<file path="src/rtl/uart_tx_fifo.sv">
// UART transmitter with an integrated transmit FIFO and a valid/ready write port.
// Frame layout, baud divisor and FIFO depth are set by parameters.
module uart_tx_fifo #(
    parameter int CLK_DIV   = 16,
    parameter int DATA_BITS = 8,
    parameter int PARITY    = 0,
    parameter int STOP_BITS = 1,
    parameter int DEPTH     = 8
) (
    input  logic                   clk,
    input  logic                   rst,
    input  logic [DATA_BITS-1:0]   in_data,
    input  logic                   in_valid,
    output logic                   in_ready,
    output logic                   tx,
    output logic                   busy,
    output logic [$clog2(DEPTH):0] level,
    output logic                   frame_done
);

    localparam int AW = $clog2(DEPTH);
    localparam int LW = AW + 1;
    localparam int CW = $clog2(CLK_DIV);
    localparam int BW = $clog2(DATA_BITS);

    localparam logic [CW-1:0] BAUD_LAST = CW'(CLK_DIV - 1);
    localparam logic [BW-1:0] DATA_LAST = BW'(DATA_BITS - 1);
    localparam logic [BW-1:0] STOP_LAST = BW'(STOP_BITS - 1);
    localparam logic [LW-1:0] FULL      = LW'(DEPTH);

    typedef enum logic [2:0] {
        ST_IDLE,
        ST_START,
        ST_DATA,
        ST_PARITY,
        ST_STOP
    } state_t;

    logic [DATA_BITS-1:0] mem [DEPTH];
    logic [AW-1:0]        wr_ptr, rd_ptr;
    logic [DATA_BITS-1:0] head;
    logic                 push, pop;

    state_t               state, state_n;
    logic [CW-1:0]        baud_cnt, baud_n;
    logic [BW-1:0]        bit_cnt, bit_n;
    logic [DATA_BITS-1:0] shift, shift_n;
    logic                 par_bit, par_n;
    logic                 tx_n;
    logic                 baud_last;

    assign in_ready  = (level < FULL);
    assign push      = in_valid && in_ready;
    assign head      = mem[rd_ptr];
    assign busy      = (state != ST_IDLE) || (level != '0);
    assign baud_last = (baud_cnt == BAUD_LAST);

    // NOTE: FIFO storage has no reset; pointers and level alone decide which entries are valid.
    always_ff @(posedge clk) begin
        if (push) begin
            mem[wr_ptr] <= in_data;
        end
    end

    always_ff @(posedge clk) begin
        if (rst) begin
            wr_ptr <= '0;
            rd_ptr <= '0;
            level  <= '0;
        end else begin
            if (push) wr_ptr <= wr_ptr + 1'b1;
            if (pop)  rd_ptr <= rd_ptr + 1'b1;
            case ({push, pop})
                2'b10:   level <= level + 1'b1;
                2'b01:   level <= level - 1'b1;
                default: ;
            endcase
        end
    end

    // NOTE: every signal written here gets a default first so no latch is inferred.
    always_comb begin
        state_n    = state;
        bit_n      = bit_cnt;
        shift_n    = shift;
        par_n      = par_bit;
        pop        = 1'b0;
        frame_done = 1'b0;
        baud_n     = (state == ST_IDLE || baud_last) ? '0 : baud_cnt + 1'b1;

        case (state)
            ST_IDLE: begin
                if (level != '0) pop = 1'b1;
            end
            ST_START: begin
                if (baud_last) begin
                    state_n = ST_DATA;
                    bit_n   = '0;
                end
            end
            ST_DATA: begin
                if (baud_last) begin
                    shift_n = shift >> 1;
                    if (bit_cnt == DATA_LAST) begin
                        bit_n   = '0;
                        state_n = (PARITY != 0) ? ST_PARITY : ST_STOP;
                    end else begin
                        bit_n = bit_cnt + 1'b1;
                    end
                end
            end
            ST_PARITY: begin
                if (baud_last) begin
                    state_n = ST_STOP;
                    bit_n   = '0;
                end
            end
            ST_STOP: begin
                if (baud_last) begin
                    if (bit_cnt == STOP_LAST) begin
                        frame_done = 1'b1;
                        // Back-to-back frames chain straight into START with no idle bit.
                        if (level != '0) pop = 1'b1;
                        else             state_n = ST_IDLE;
                    end else begin
                        bit_n = bit_cnt + 1'b1;
                    end
                end
            end
            default: state_n = ST_IDLE;
        endcase

        if (pop) begin
            state_n = ST_START;
            shift_n = head;
            par_n   = (PARITY == 2) ? ~(^head) : ^head;
        end

        // tx is registered, so it is derived from the state being entered.
        case (state_n)
            ST_START:  tx_n = 1'b0;
            ST_DATA:   tx_n = shift_n[0];
            ST_PARITY: tx_n = par_n;
            default:   tx_n = 1'b1;
        endcase
    end

    // NOTE: sequential state uses non-blocking assignments only; always_comb above uses blocking.
    always_ff @(posedge clk) begin
        if (rst) begin
            state    <= ST_IDLE;
            baud_cnt <= '0;
            bit_cnt  <= '0;
            shift    <= '0;
            par_bit  <= 1'b0;
            tx       <= 1'b1;
        end else begin
            state    <= state_n;
            baud_cnt <= baud_n;
            bit_cnt  <= bit_n;
            shift    <= shift_n;
            par_bit  <= par_n;
            tx       <= tx_n;
        end
    end

endmodule

</file>
<file path="config.mk">
export PLATFORM = sky130hd
export DESIGN_NAME = uart_tx_fifo
export DESIGN_NICKNAME = d
export VERILOG_FILES = /design/src/rtl/uart_tx_fifo.sv
export SDC_FILE = /design/constraint.sdc
export NUM_CORES = 1
export LEC_CHECK = 0
export CELL_PAD_IN_SITES_DETAIL_PLACEMENT = 0
export CELL_PAD_IN_SITES_GLOBAL_PLACEMENT = 1
export CORE_ASPECT_RATIO = 1.4
export CORE_MARGIN = 2
export CORE_UTILIZATION = 35
export DETAILED_ROUTE_END_ITERATION = 6
export GPL_TIMING_DRIVEN = 1
export PLACE_DENSITY = 0.69
export SYNTH_ARGS = -nofsm -noshare
export SYNTH_HDL_FRONTEND = slang
export SYNTH_SLANG_ARGS = --single-unit
</file>
<file path="constraint.sdc">
create_clock -name clk -period 5.85 [get_ports clk]
set_clock_uncertainty 0.2 [all_clocks]
set_input_delay 1.17 -clock clk [delete_from_list [all_inputs] [get_ports clk]]
set_output_delay 1.17 -clock clk [all_outputs]
set_load 0.02 [all_outputs]
</file>
==> key figures, run 1 <==
Outcome
  – Status: finished, final reports clean

Global routing
  – Number of global-route vias before repair: 2,178
  – Wire length of the first global-routing pass: 11,300 um
  – Global-route usage over all layers: 12.2%
  – GR Overflow Total: 0
  – Maximum number of pins on one net before global-route repair: 29
  – Initial antenna violation count: 0

Clock tree
  – Clock tree from TritonCTS: yes
  – Number of buffers created by CTS: 9
  – Number of levels in the clock H-tree: 3
  – Post-CTS Setup Bufs: 0
  – Clk Tree Root Cell: sky130_fd_sc_hd__clkbuf_16
  – Cts-stage hold buffer count: 0
  – Clock Latency Late Sink: 0.35 ns
  – Sinks on the clock net: 97
  – Bufs on Longest Clock Path: 2
  – PostCTS Resize Cnt: 0
  – Clock slew seen by the registers of the worst setup and hold paths: 0.07 ns

Floorplanning
  – Horizontal die dimension: 95.5 um
  – Vertical extent of the die: 132 um
  – I/O pin count: 19
  – Starting Density: 36.0%
  – Total Die Area: 12,600 um2
  – Placeable core region: 11,400 um2
  – Num rows: 46

STA
  – Tmin final: 3.48 ns
  – Setup tns final: 0 ns
  – Worst hold slack: 0.259 ns
  – Setup violations, final: 0
  – Worst-Margin Slew: 1.08 ns
  – Unrepaired setup endpoints after global routing: false
  – Tcrit/Tclk final: 59.4%
  – Max-slew violation count: 0
  – Max_slew headroom: 27.8%
  – Fmax: 288 MHz
  – Number of hold-slack violations in the final timing report: 0

Critical path
  – Crit. End Element: flip-flop
  – Crit path top cell by count: sky130_fd_sc_hd__ha_1
  – Critical path launch point type: flip-flop
  – List of cells traversed by the critical path: ha_1, and3_1, nand2b_1, a2111o_1, inv_2, ha_1, ha_1, a21o_1, a21oi_1, xnor2_1, or3_1, a21oi_1
  – Cell family contributing the most delay on the critical path: compound AO/OA/AOI/OAI gates
  – CP Data Required Time: 5.91 ns
  – Worst Path Class, Setup: reg -> reg
  – Maximum net fanout on the critical path: 14
  – Number of buffers and inverters on the critical path: 1
  – Largest incremental delay on the critical path: 0.56 ns
  – Data arrival at the endpoint of the critical path: 3.53 ns
  – Slowest stage cell, crit path: sky130_fd_sc_hd__a2111o_1

Logic synthesis
  – Average size of a mapped cell: 14.2 um2
  – Post-synthesis instance area: 4100 um2
  – Sequential cell area fraction in the yosys report: 62.9%
  – Ys Warns: 0
  – Cells after synthesis: 288
  – Netlist cell types: 50
  – Syn_nets: 309
  – Flop and latch count out of synthesis: 97

Route
  – Drt pass-1 iters: 5
  – Vias after detailed routing: 2,246
  – Detailed router's first-iteration violation count: 46
  – Number of nets still failing antenna checks after routing: 0
  – Residual DRC: 0
  – Sum of routed wire length over all layers: 7230 um
  – Average wire length per cell after detail routing: 15.9 um
  – Via-per-instance ratio: 4.93

Final layout
  – Layout cell share with drive strength beyond 1: 12.5%
  – Combined flip-flop and latch cell area: 2580 um2
  – Number of nets in the final layout: 328
  – Finished layout cell area: 4670 um2
  – Number of filler cells placed in the layout: 1,086
  – Final cell utilization of the core: 41.0%
  – Area growth from synthesis to layout: 13.9%
  – Number of antenna diodes: 0
  – Area of the multi-input gates: 1390 um2

Power
  – Leakage power summed over all cells: 1.56 nW
  – PD cells: 438 nW/um2
  – Maximum vdd ir drop: 0.194 mV

Worst hold path
  – Hold WC Path Type: reg -> reg

Placed design
  – Count of port buffers added during placement: 18
  – Routability congestion estimate from global placement: 0.747
  – Placement-stage cell area: 4390 um2
  – Final HPWL from detailed placement: 4860 um

Job
  – Max capacitance violation total: 0
-- kinds of logic after synthesis --
kind of cell | share of synthesized area [%]
compound gates | 5.34
xor+xnor | 3.38
fa+ha+maj | 3.23
buf+inv | 3.23
flops | 62.9
mux | 12.7
simple gates | 9.24
-- cell usage in the layout, fill, tap and decap left out, types with 2 or more instances in the layout --
cell	n
sky130_fd_sc_hd__a211oi_1	4
sky130_fd_sc_hd__a21oi_1	16
sky130_fd_sc_hd__a31oi_1	3
sky130_fd_sc_hd__buf_4	2
sky130_fd_sc_hd__clkbuf_16	9
sky130_fd_sc_hd__clkdlybuf4s50_1	18
sky130_fd_sc_hd__clkinv_4	2
sky130_fd_sc_hd__dfxtp_1	33
sky130_fd_sc_hd__edfxtp_1	64
sky130_fd_sc_hd__ha_1	9
sky130_fd_sc_hd__inv_1	9
sky130_fd_sc_hd__inv_2	2
sky130_fd_sc_hd__inv_6	4
sky130_fd_sc_hd__mux2i_1	7
sky130_fd_sc_hd__mux4_1	4
sky130_fd_sc_hd__mux4_2	12
sky130_fd_sc_hd__nand2_1	21
sky130_fd_sc_hd__nand2b_1	5
sky130_fd_sc_hd__nand3_1	4
sky130_fd_sc_hd__nor2_1	28
sky130_fd_sc_hd__nor2b_1	3
sky130_fd_sc_hd__nor3_1	3
sky130_fd_sc_hd__o21ai_0	3
sky130_fd_sc_hd__or2_0	3
sky130_fd_sc_hd__or3_1	6
sky130_fd_sc_hd__xnor2_1	8
sky130_fd_sc_hd__xor2_1	6
-- per-layer routing --
layer | vias up | share of wire, % | track usage (%)
li1 | 1105 | - | -
met1 | 1103 | 43 | 14.3
met2 | 27 | 52 | 20.5
met3 | 11 | 3.1 | 3.60
met4 | 0 | 1.7 | 5.00
met5 | - | 0 | 0
-- final cells by class --
class / count / share of cell area (%)
Timing Repair Buffer: 20 / 4.18
Multi-Input combinational cell: 168 / 29.7
Clock inverter: 7 / 1.29
Inverter: 11 / 0.884
Tap cell: 144 / 3.86
Clock buffer: 9 / 4.82
Sequential cell: 97 / 55.3
-- cell usage after synthesis, drive strengths merged --
cell type | n | area, um2
nor4 | 1 | 6.26
mux2i | 9 | 106
a211oi | 5 | 42.5
xor2 | 6 | 52.6
o21a | 1 | 7.51
a22oi | 1 | 7.51
nor4b | 1 | 8.76
mux4 | 16 | 375
mux2 | 3 | 37.5
nand4b | 1 | 8.76
o21ai | 4 | 20.0
nand2 | 21 | 78.8
a2111o | 1 | 11.3
o211a | 1 | 10.0
or2 | 4 | 25.0
nand3b | 1 | 7.51
ha | 9 | 113
o31ai | 1 | 7.51
nor2 | 28 | 105
fa | 1 | 20.0
a21o | 1 | 7.51
a31oi | 3 | 18.8
dfxtp | 33 | 661
a21oi | 16 | 80.1
nor3 | 4 | 25.0
inv | 11 | 41.3
nor2b | 3 | 18.8
xnor2 | 9 | 86.3
or3 | 6 | 37.5
nand3 | 4 | 20.0
buf | 6 | 68.8
nand2b | 5 | 31.3
o22ai | 1 | 6.26
edfxtp | 64 | 1920
clkbuf | 6 | 22.5
and3 | 1 | 6.26
-- stage by stage --
step                      worst slack, ns  instances  power (W)
after CTS                            2.36        456    0.00207
final                                2.37        456    0.00205
after detailed placement             2.09        440    0.00150
after global placement               2.14        440    0.00150
after floorplan                      2.75        288    0.00138
after global routing                 2.13        456    0.00216
-- state kept, by name, summed over array words and instances, names as in the netlist, named ones only --
name,cells
mem,64
shift,8
baud_cnt,4
level,4
bit_cnt,3
rd_ptr,3
state,3
wr_ptr,3
par_bit,1
tx,1
-- worst paths after layout --
check / start / end / slack [ns] / depth (start not counted)
min: baud_cnt[0]$_SDFF_PP0_ / baud_cnt[0]$_SDFF_PP0_ / 0.26 / 1
max: baud_cnt[0]$_SDFF_PP0_ / level[3]$_SDFFE_PP0P_ / 2.37 / 12
min reg2reg: baud_cnt[0]$_SDFF_PP0_ / baud_cnt[0]$_SDFF_PP0_ / 0.26 / 1
max reg2reg: baud_cnt[0]$_SDFF_PP0_ / level[3]$_SDFFE_PP0P_ / 2.37 / 12
-- power by group --
group / leakage (nW) / switching (W) / total, W / internal (W)
registers: 0.851 / 0.0000814 / 0.000891 / 0.000810
logic: 0.568 / 0.000299 / 0.000588 / 0.000289
clock network: 0.137 / 0.000271 / 0.000567 / 0.000296
Note: power is estimated with default switching activity, not from simulation.
==> run 2, diff against run 1 <==
clock period = 3.3 ns   (was 5.85 ns; I/O delays follow)
==> key figures, run 2 (synthesis gave the netlist of run 1 again) <==
Outcome
  – Status: finished, final reports clean

Critical path
  – Reg2Reg Capture Point: level[3]$_SDFFE_PP0P_
  – Timing startpoint of the critical path: baud_cnt[0]$_SDFF_PP0_
  – Cell family contributing the most delay on the critical path: compound AO/OA/AOI/OAI gates
  – Start of the worst register-to-register path: baud_cnt[0]$_SDFF_PP0_
  – Worst Path Class, Setup: reg -> reg
  – Setup slack of the most critical reg-to-reg path: 0.28 ns
  – Worst reg-to-reg path cell count: 12
  – Crit. End Element: flip-flop
  – CP Data Required Time: 3.38 ns
  – Crit path top cell by count: sky130_fd_sc_hd__ha_1
  – Slowest stage cell, crit path: sky130_fd_sc_hd__a2111o_1
  – Setup crit end: level[3]$_SDFFE_PP0P_
  – Number of buffers and inverters on the critical path: 1
  – Data arrival at the endpoint of the critical path: 3.10 ns
  – Maximum net fanout on the critical path: 6
  – Critical path launch point type: flip-flop
  – List of cells traversed by the critical path: ha_1, and3_1, nand2b_1, a2111o_1, inv_2, ha_1, ha_1, a21o_1, a21oi_1, xnor2_1, or3_1, a21oi_1
  – Largest incremental delay on the critical path: 0.45 ns
  – Logic depth of the worst path, buffers included: 12

Power
  – Design internal power: 0.00252 W
  – PD cells: 773 nW/um2
  – Fraction of power consumed by combinational cells: 30.3%
  – Final Power: 0.00370 W
  – Sw Pwr: 0.00118 W
  – Sequential power share: 41.7%
  – Portion of total power attributed to the clock network: 28.0%
  – Net switching share of the total power: 31.9%
  – Maximum vdd ir drop: 0.326 mV
  – Leakage power summed over all cells: 1.63 nW

STA
  – Unrepaired setup endpoints after global routing: false
  – Worst-Margin Slew: 0.647 ns
  – Post-route worst setup slack: 0.280 ns
  – Setup tns final: 0 ns
  – Max_slew headroom: 56.8%
  – Fmax: 331 MHz
  – Tmin final: 3.02 ns
  – Tcrit/Tclk final: 91.5%
  – Setup violations, final: 0
  – Number of hold-slack violations in the final timing report: 0
  – Max-slew violation count: 0

Global routing
  – Maximum number of pins on one net before global-route repair: 24
  – Wire length of the first global-routing pass: 12,200 um
  – Initial antenna violation count: 0
  – Global-route usage over all layers: 13.1%
  – GR Overflow Total: 0
  – Number of global-route vias before repair: 2,311

Route
  – Drt pass-1 iters: 6
  – Sum of routed wire length over all layers: 7320 um
  – Average wire length per cell after detail routing: 15.6 um
  – Vias after detailed routing: 2,303
  – Via-per-instance ratio: 4.92
  – Highest routed metal layer: met4
  – Routed wl met2: 3900 um
  – Met3 routed WL: 232 um
  – Residual DRC: 0
  – Wire length on met1: 3070 um
  – Detailed router's first-iteration violation count: 71
  – Number of nets still failing antenna checks after routing: 0

Final layout
  – Number of nets in the final layout: 340
  – Register with the most flip-flops: mem
  – Number of antenna diodes: 0
  – Layout cell share with drive strength beyond 1: 15.7%
  – Commonest cells after routing, fill and taps aside: sky130_fd_sc_hd__edfxtp_1 (64), sky130_fd_sc_hd__dfxtp_1 (33), sky130_fd_sc_hd__nor2_1 (28), sky130_fd_sc_hd__nand2_1 (21), sky130_fd_sc_hd__clkdlybuf4s50_1 (18)
  – Finished layout cell area: 4780 um2
  – Leading cell type in the layout, fill and taps excluded: sky130_fd_sc_hd__edfxtp_1
  – Max reg flops: 64
  – Area growth from synthesis to layout: 16.5%
  – Registers with the most flip-flops: mem: 64 flops, shift: 8 flops
  – Final cell utilization of the core: 42.0%

Worst hold path
  – Hold WC Path Type: reg -> reg
  – Hold Startpoint: baud_cnt[0]$_SDFF_PP0_
  – Number of stages on the worst hold path: 1

Clock tree
  – Number of levels in the clock H-tree: 3
  – Clock tree from TritonCTS: yes
  – Clk Tree Root Cell: sky130_fd_sc_hd__clkbuf_16
  – Bufs on Longest Clock Path: 2
  – PostCTS Resize Cnt: 0
  – Post-CTS Setup Bufs: 0
  – Clock slew seen by the registers of the worst setup and hold paths: 0.07 ns
  – Clock Latency Late Sink: 0.34 ns
  – Cts-stage hold buffer count: 0
  – Number of buffers created by CTS: 9
  – Sinks on the clock net: 97

Placed design
  – Count of port buffers added during placement: 18
  – Routability congestion estimate from global placement: 0.806
  – Placement-stage cell area: 4480 um2
  – Dpl ws: 0.285 ns
  – Final HPWL from detailed placement: 4820 um

Floorplanning
  – Vertical extent of the die: 132 um
  – Starting Density: 36.0%
  – I/O pin count: 19
  – Total Die Area: 12,600 um2
  – Placeable core region: 11,400 um2
  – Num rows: 46
  – Horizontal die dimension: 95.5 um

Job
  – Max capacitance violation total: 0
[run 2: how the worst min path moves through the flow]
stage | end | slack (ns)
2_1_floorplan | baud_cnt[0]$_SDFF_PP0_ | 0.22
4_1_cts | shift[3]$_SDFFE_PP0P_ | 0.26
3_5_place_dp | baud_cnt[0]$_SDFF_PP0_ | 0.24
6_report | baud_cnt[0]$_SDFF_PP0_ | 0.26
5_1_grt | shift[3]$_SDFFE_PP0P_ | 0.29
3_3_place_gp | baud_cnt[0]$_SDFF_PP0_ | 0.23
[run 2: worst reg2reg max path: cells and delay by family, from the launching register on]
| kind | cells | cell delay, ns |
|---|---|---|
| compound gates | 4 | 0.93 |
| simple gates | 3 | 0.68 |
| fa+ha+maj | 3 | 0.64 |
| flops | 1 | 0.36 |
| xor+xnor | 1 | 0.09 |
| buf+inv | 1 | 0.07 |
[run 2: through the flow]
step	hold WS [ns]	cells
floorplan	0.218	288
global placement	0.230	452
detailed placement	0.241	452
CTS	0.261	468
global route	0.285	468
finish	0.259	468
[run 2: layout make-up]
type	count	area [um2]
clock buffers	9	225
clock inverters	7	77.6
fillers	1061	6620
inverters	11	41.3
multi-input cells	168	1390
flip-flops and latches	97	2580
well taps	144	180
repair buffers	32	285
[run 2: per-layer routing]
layer / up-vias / GRT usage [%]
li1: 1123 / -
met1: 1140 / 15.7
met2: 31 / 22.4
met3: 9 / 3.43
met4: 0 / 4.76
met5: - / 0
[run 2: power groups by stage]
stage          clock [W]  sequential (W)  combinational, W
2_1_floorplan          0         0.00154          0.000898
3_3_place_gp           0         0.00157           0.00114
3_5_place_dp           0         0.00157           0.00114
4_1_cts          0.00106         0.00154           0.00115
5_1_grt          0.00111         0.00156           0.00126
6_report         0.00104         0.00154           0.00112
==> run 3, diff against run 2 <==
CELL_PAD_IN_SITES_DETAIL_PLACEMENT = unset   (was 0)
CELL_PAD_IN_SITES_GLOBAL_PLACEMENT = unset   (was 1)
CORE_MARGIN = 3   (was 2)
PLACE_DENSITY = 0.62   (was 0.69)
==> key figures, run 3 (synthesis gave the netlist of run 1 again) <==
Final layout
  – Max reg flops: 64
  – Layout cell share with drive strength beyond 1: 16.0%
  – Leading cell type in the layout, fill and taps excluded: sky130_fd_sc_hd__edfxtp_1
  – Commonest cells after routing, fill and taps aside: sky130_fd_sc_hd__edfxtp_1 (64), sky130_fd_sc_hd__dfxtp_1 (33), sky130_fd_sc_hd__nor2_1 (28), sky130_fd_sc_hd__nand2_1 (21), sky130_fd_sc_hd__clkdlybuf4s50_1 (18)
  – Registers with the most flip-flops: mem: 64 flops, shift: 8 flops
  – Number of filler cells placed in the layout: 1,056
  – Number of antenna diodes: 0
  – Area growth from synthesis to layout: 16.8%
  – Final cell utilization of the core: 42.1%
  – Final non-filler cell total: 469
  – Register with the most flip-flops: mem
  – Number of nets in the final layout: 341

STA
  – Tmin final: 3.08 ns
  – Worst-Margin Slew: 0.698 ns
  – Max_slew headroom: 53.4%
  – Number of hold-slack violations in the final timing report: 0
  – Tcrit/Tclk final: 93.2%
  – Unrepaired setup endpoints after global routing: false
  – Worst hold slack: 0.257 ns
  – Setup violations, final: 0
  – Fmax: 325 MHz
  – Max-slew violation count: 0
  – Setup tns final: 0 ns

Global routing
  – GR Overflow Total: 0
  – Met3 layer usage reported by global route: 2.24%
  – Met1 layer usage reported by global route: 13.7%
  – Initial antenna violation count: 0
  – Maximum number of pins on one net before global-route repair: 29
  – Wire length of the first global-routing pass: 11,800 um
  – Global-route usage over all layers: 11.6%
  – Met2 capacity usage during global routing: 20.4%
  – Number of global-route vias before repair: 2,276
  – Busiest layer in global routing: met2

Placed design
  – Final HPWL from detailed placement: 4730 um
  – Count of port buffers added during placement: 18
  – Routability congestion estimate from global placement: 0.759
  – Cell Count Post-Placement: 453

Clock tree
  – Sinks on the clock net: 97
  – Number of buffers created by CTS: 9
  – Cts-stage hold buffer count: 0
  – Clock slew seen by the registers of the worst setup and hold paths: 0.07 ns
  – Bufs on Longest Clock Path: 2
  – Clk Tree Root Cell: sky130_fd_sc_hd__clkbuf_16
  – Post-CTS Setup Bufs: 0
  – Clock Latency Late Sink: 0.34 ns
  – Clock tree from TritonCTS: yes
  – PostCTS Resize Cnt: 0
  – Number of levels in the clock H-tree: 3

Power
  – Portion of total power attributed to the clock network: 28.8%
  – Leakage power summed over all cells: 1.64 nW
  – Fraction of power consumed by combinational cells: 29.9%
  – Design internal power: 0.00259 W
  – PD cells: 781 nW/um2
  – Maximum vdd ir drop: 0.383 mV
  – Final Power: 0.00375 W
  – Net switching share of the total power: 30.9%
  – Sw Pwr: 0.00116 W
  – Sequential power share: 41.3%

Route
  – Average wire length per cell after detail routing: 15.2 um
  – Detailed router's first-iteration violation count: 71
  – Drt pass-1 iters: 6
  – Residual DRC: 0
  – Vias after detailed routing: 2,317
  – Sum of routed wire length over all layers: 7130 um
  – Number of nets still failing antenna checks after routing: 0
  – Via-per-instance ratio: 4.94

Critical path
  – Worst Path Class, Setup: reg -> reg
  – Data arrival at the endpoint of the critical path: 3.15 ns
  – Critical path launch point type: flip-flop
  – CP Data Required Time: 3.37 ns
  – Crit. End Element: flip-flop
  – Maximum net fanout on the critical path: 6
  – Worst reg-to-reg path cell count: 12

Floorplanning
  – Vertical extent of the die: 134 um
  – Placeable core region: 11,400 um2
  – Horizontal die dimension: 97.5 um
  – Total Die Area: 13,100 um2
  – Num rows: 46
  – I/O pin count: 19
  – Starting Density: 36.0%

Worst hold path
  – Number of stages on the worst hold path: 1
  – Hold WC Path Type: reg -> reg

Job
  – Max capacitance violation total: 0

Outcome
  – Status: finished, final reports clean
==> run 3: cell type report <==
type                            instances  area (um2)  area share [%]
Sequential cell                        97        2580            53.9
Multi-Input combinational cell        168        1390            29.0
Timing Repair Buffer                   33         293            6.11
Clock buffer                            9         225            4.70
Tap cell                              144         180            3.76
Clock inverter                          7        83.8            1.75
Inverter                               11        41.3           0.861
==> run 3: worst paths after layout <==
check,startpoint,to,slack (ns)
worst min register to register,baud_cnt[0]$_SDFF_PP0_,baud_cnt[0]$_SDFF_PP0_,0.26
worst max-delay path,baud_cnt[0]$_SDFF_PP0_,level[3]$_SDFFE_PP0P_,0.22
worst max register to register,baud_cnt[0]$_SDFF_PP0_,level[3]$_SDFFE_PP0P_,0.22
worst min-delay path,baud_cnt[0]$_SDFF_PP0_,baud_cnt[0]$_SDFF_PP0_,0.26
==> run 3: critical path: stages, from the launching register on <==
cell and delay (ns):
sky130_fd_sc_hd__dfxtp_1 0.36, sky130_fd_sc_hd__ha_1 0.22, sky130_fd_sc_hd__and3_1 0.27, sky130_fd_sc_hd__nand2b_1 0.12
sky130_fd_sc_hd__a2111o_1 0.45, sky130_fd_sc_hd__inv_2 0.07, sky130_fd_sc_hd__ha_1 0.19, sky130_fd_sc_hd__ha_1 0.25
sky130_fd_sc_hd__a21o_1 0.17, sky130_fd_sc_hd__a21oi_1 0.17, sky130_fd_sc_hd__xnor2_1 0.09, sky130_fd_sc_hd__or3_1 0.30
sky130_fd_sc_hd__a21oi_1 0.14
==> run 3: power by group through the flow <==
stage          Combinational (W)  Sequential (W)  Clock, W
3_5_place_dp             0.00113         0.00157         0
2_1_floorplan           0.000898         0.00154         0
4_1_cts                  0.00114         0.00155   0.00111
5_1_grt                  0.00124         0.00157   0.00115
3_3_place_gp             0.00112         0.00157         0
6_report                 0.00112         0.00155   0.00108
==> run 3: routing by layer <==
| metal | wire length [um] | vias to the layer above | part of all wire, % |
|---|---|---|---|
| li1 | - | 1135 | - |
| met5 | 0 | - | 0 |
| met2 | 3700 | 35 | 52 |
| met3 | 194 | 8 | 2.7 |
| met1 | 3110 | 1139 | 44 |
| met4 | 123 | 0 | 1.7 |
==> run 3: through the flow <==
stage | cell area, um2 | setup slack (ns)
3_3_place_gp | 4490 | 0.317
5_1_grt | 4790 | 0.0429
2_1_floorplan | 4100 | 0.196
6_report | 4790 | 0.225
4_1_cts | 4790 | 0.215
3_5_place_dp | 4490 | 0.249
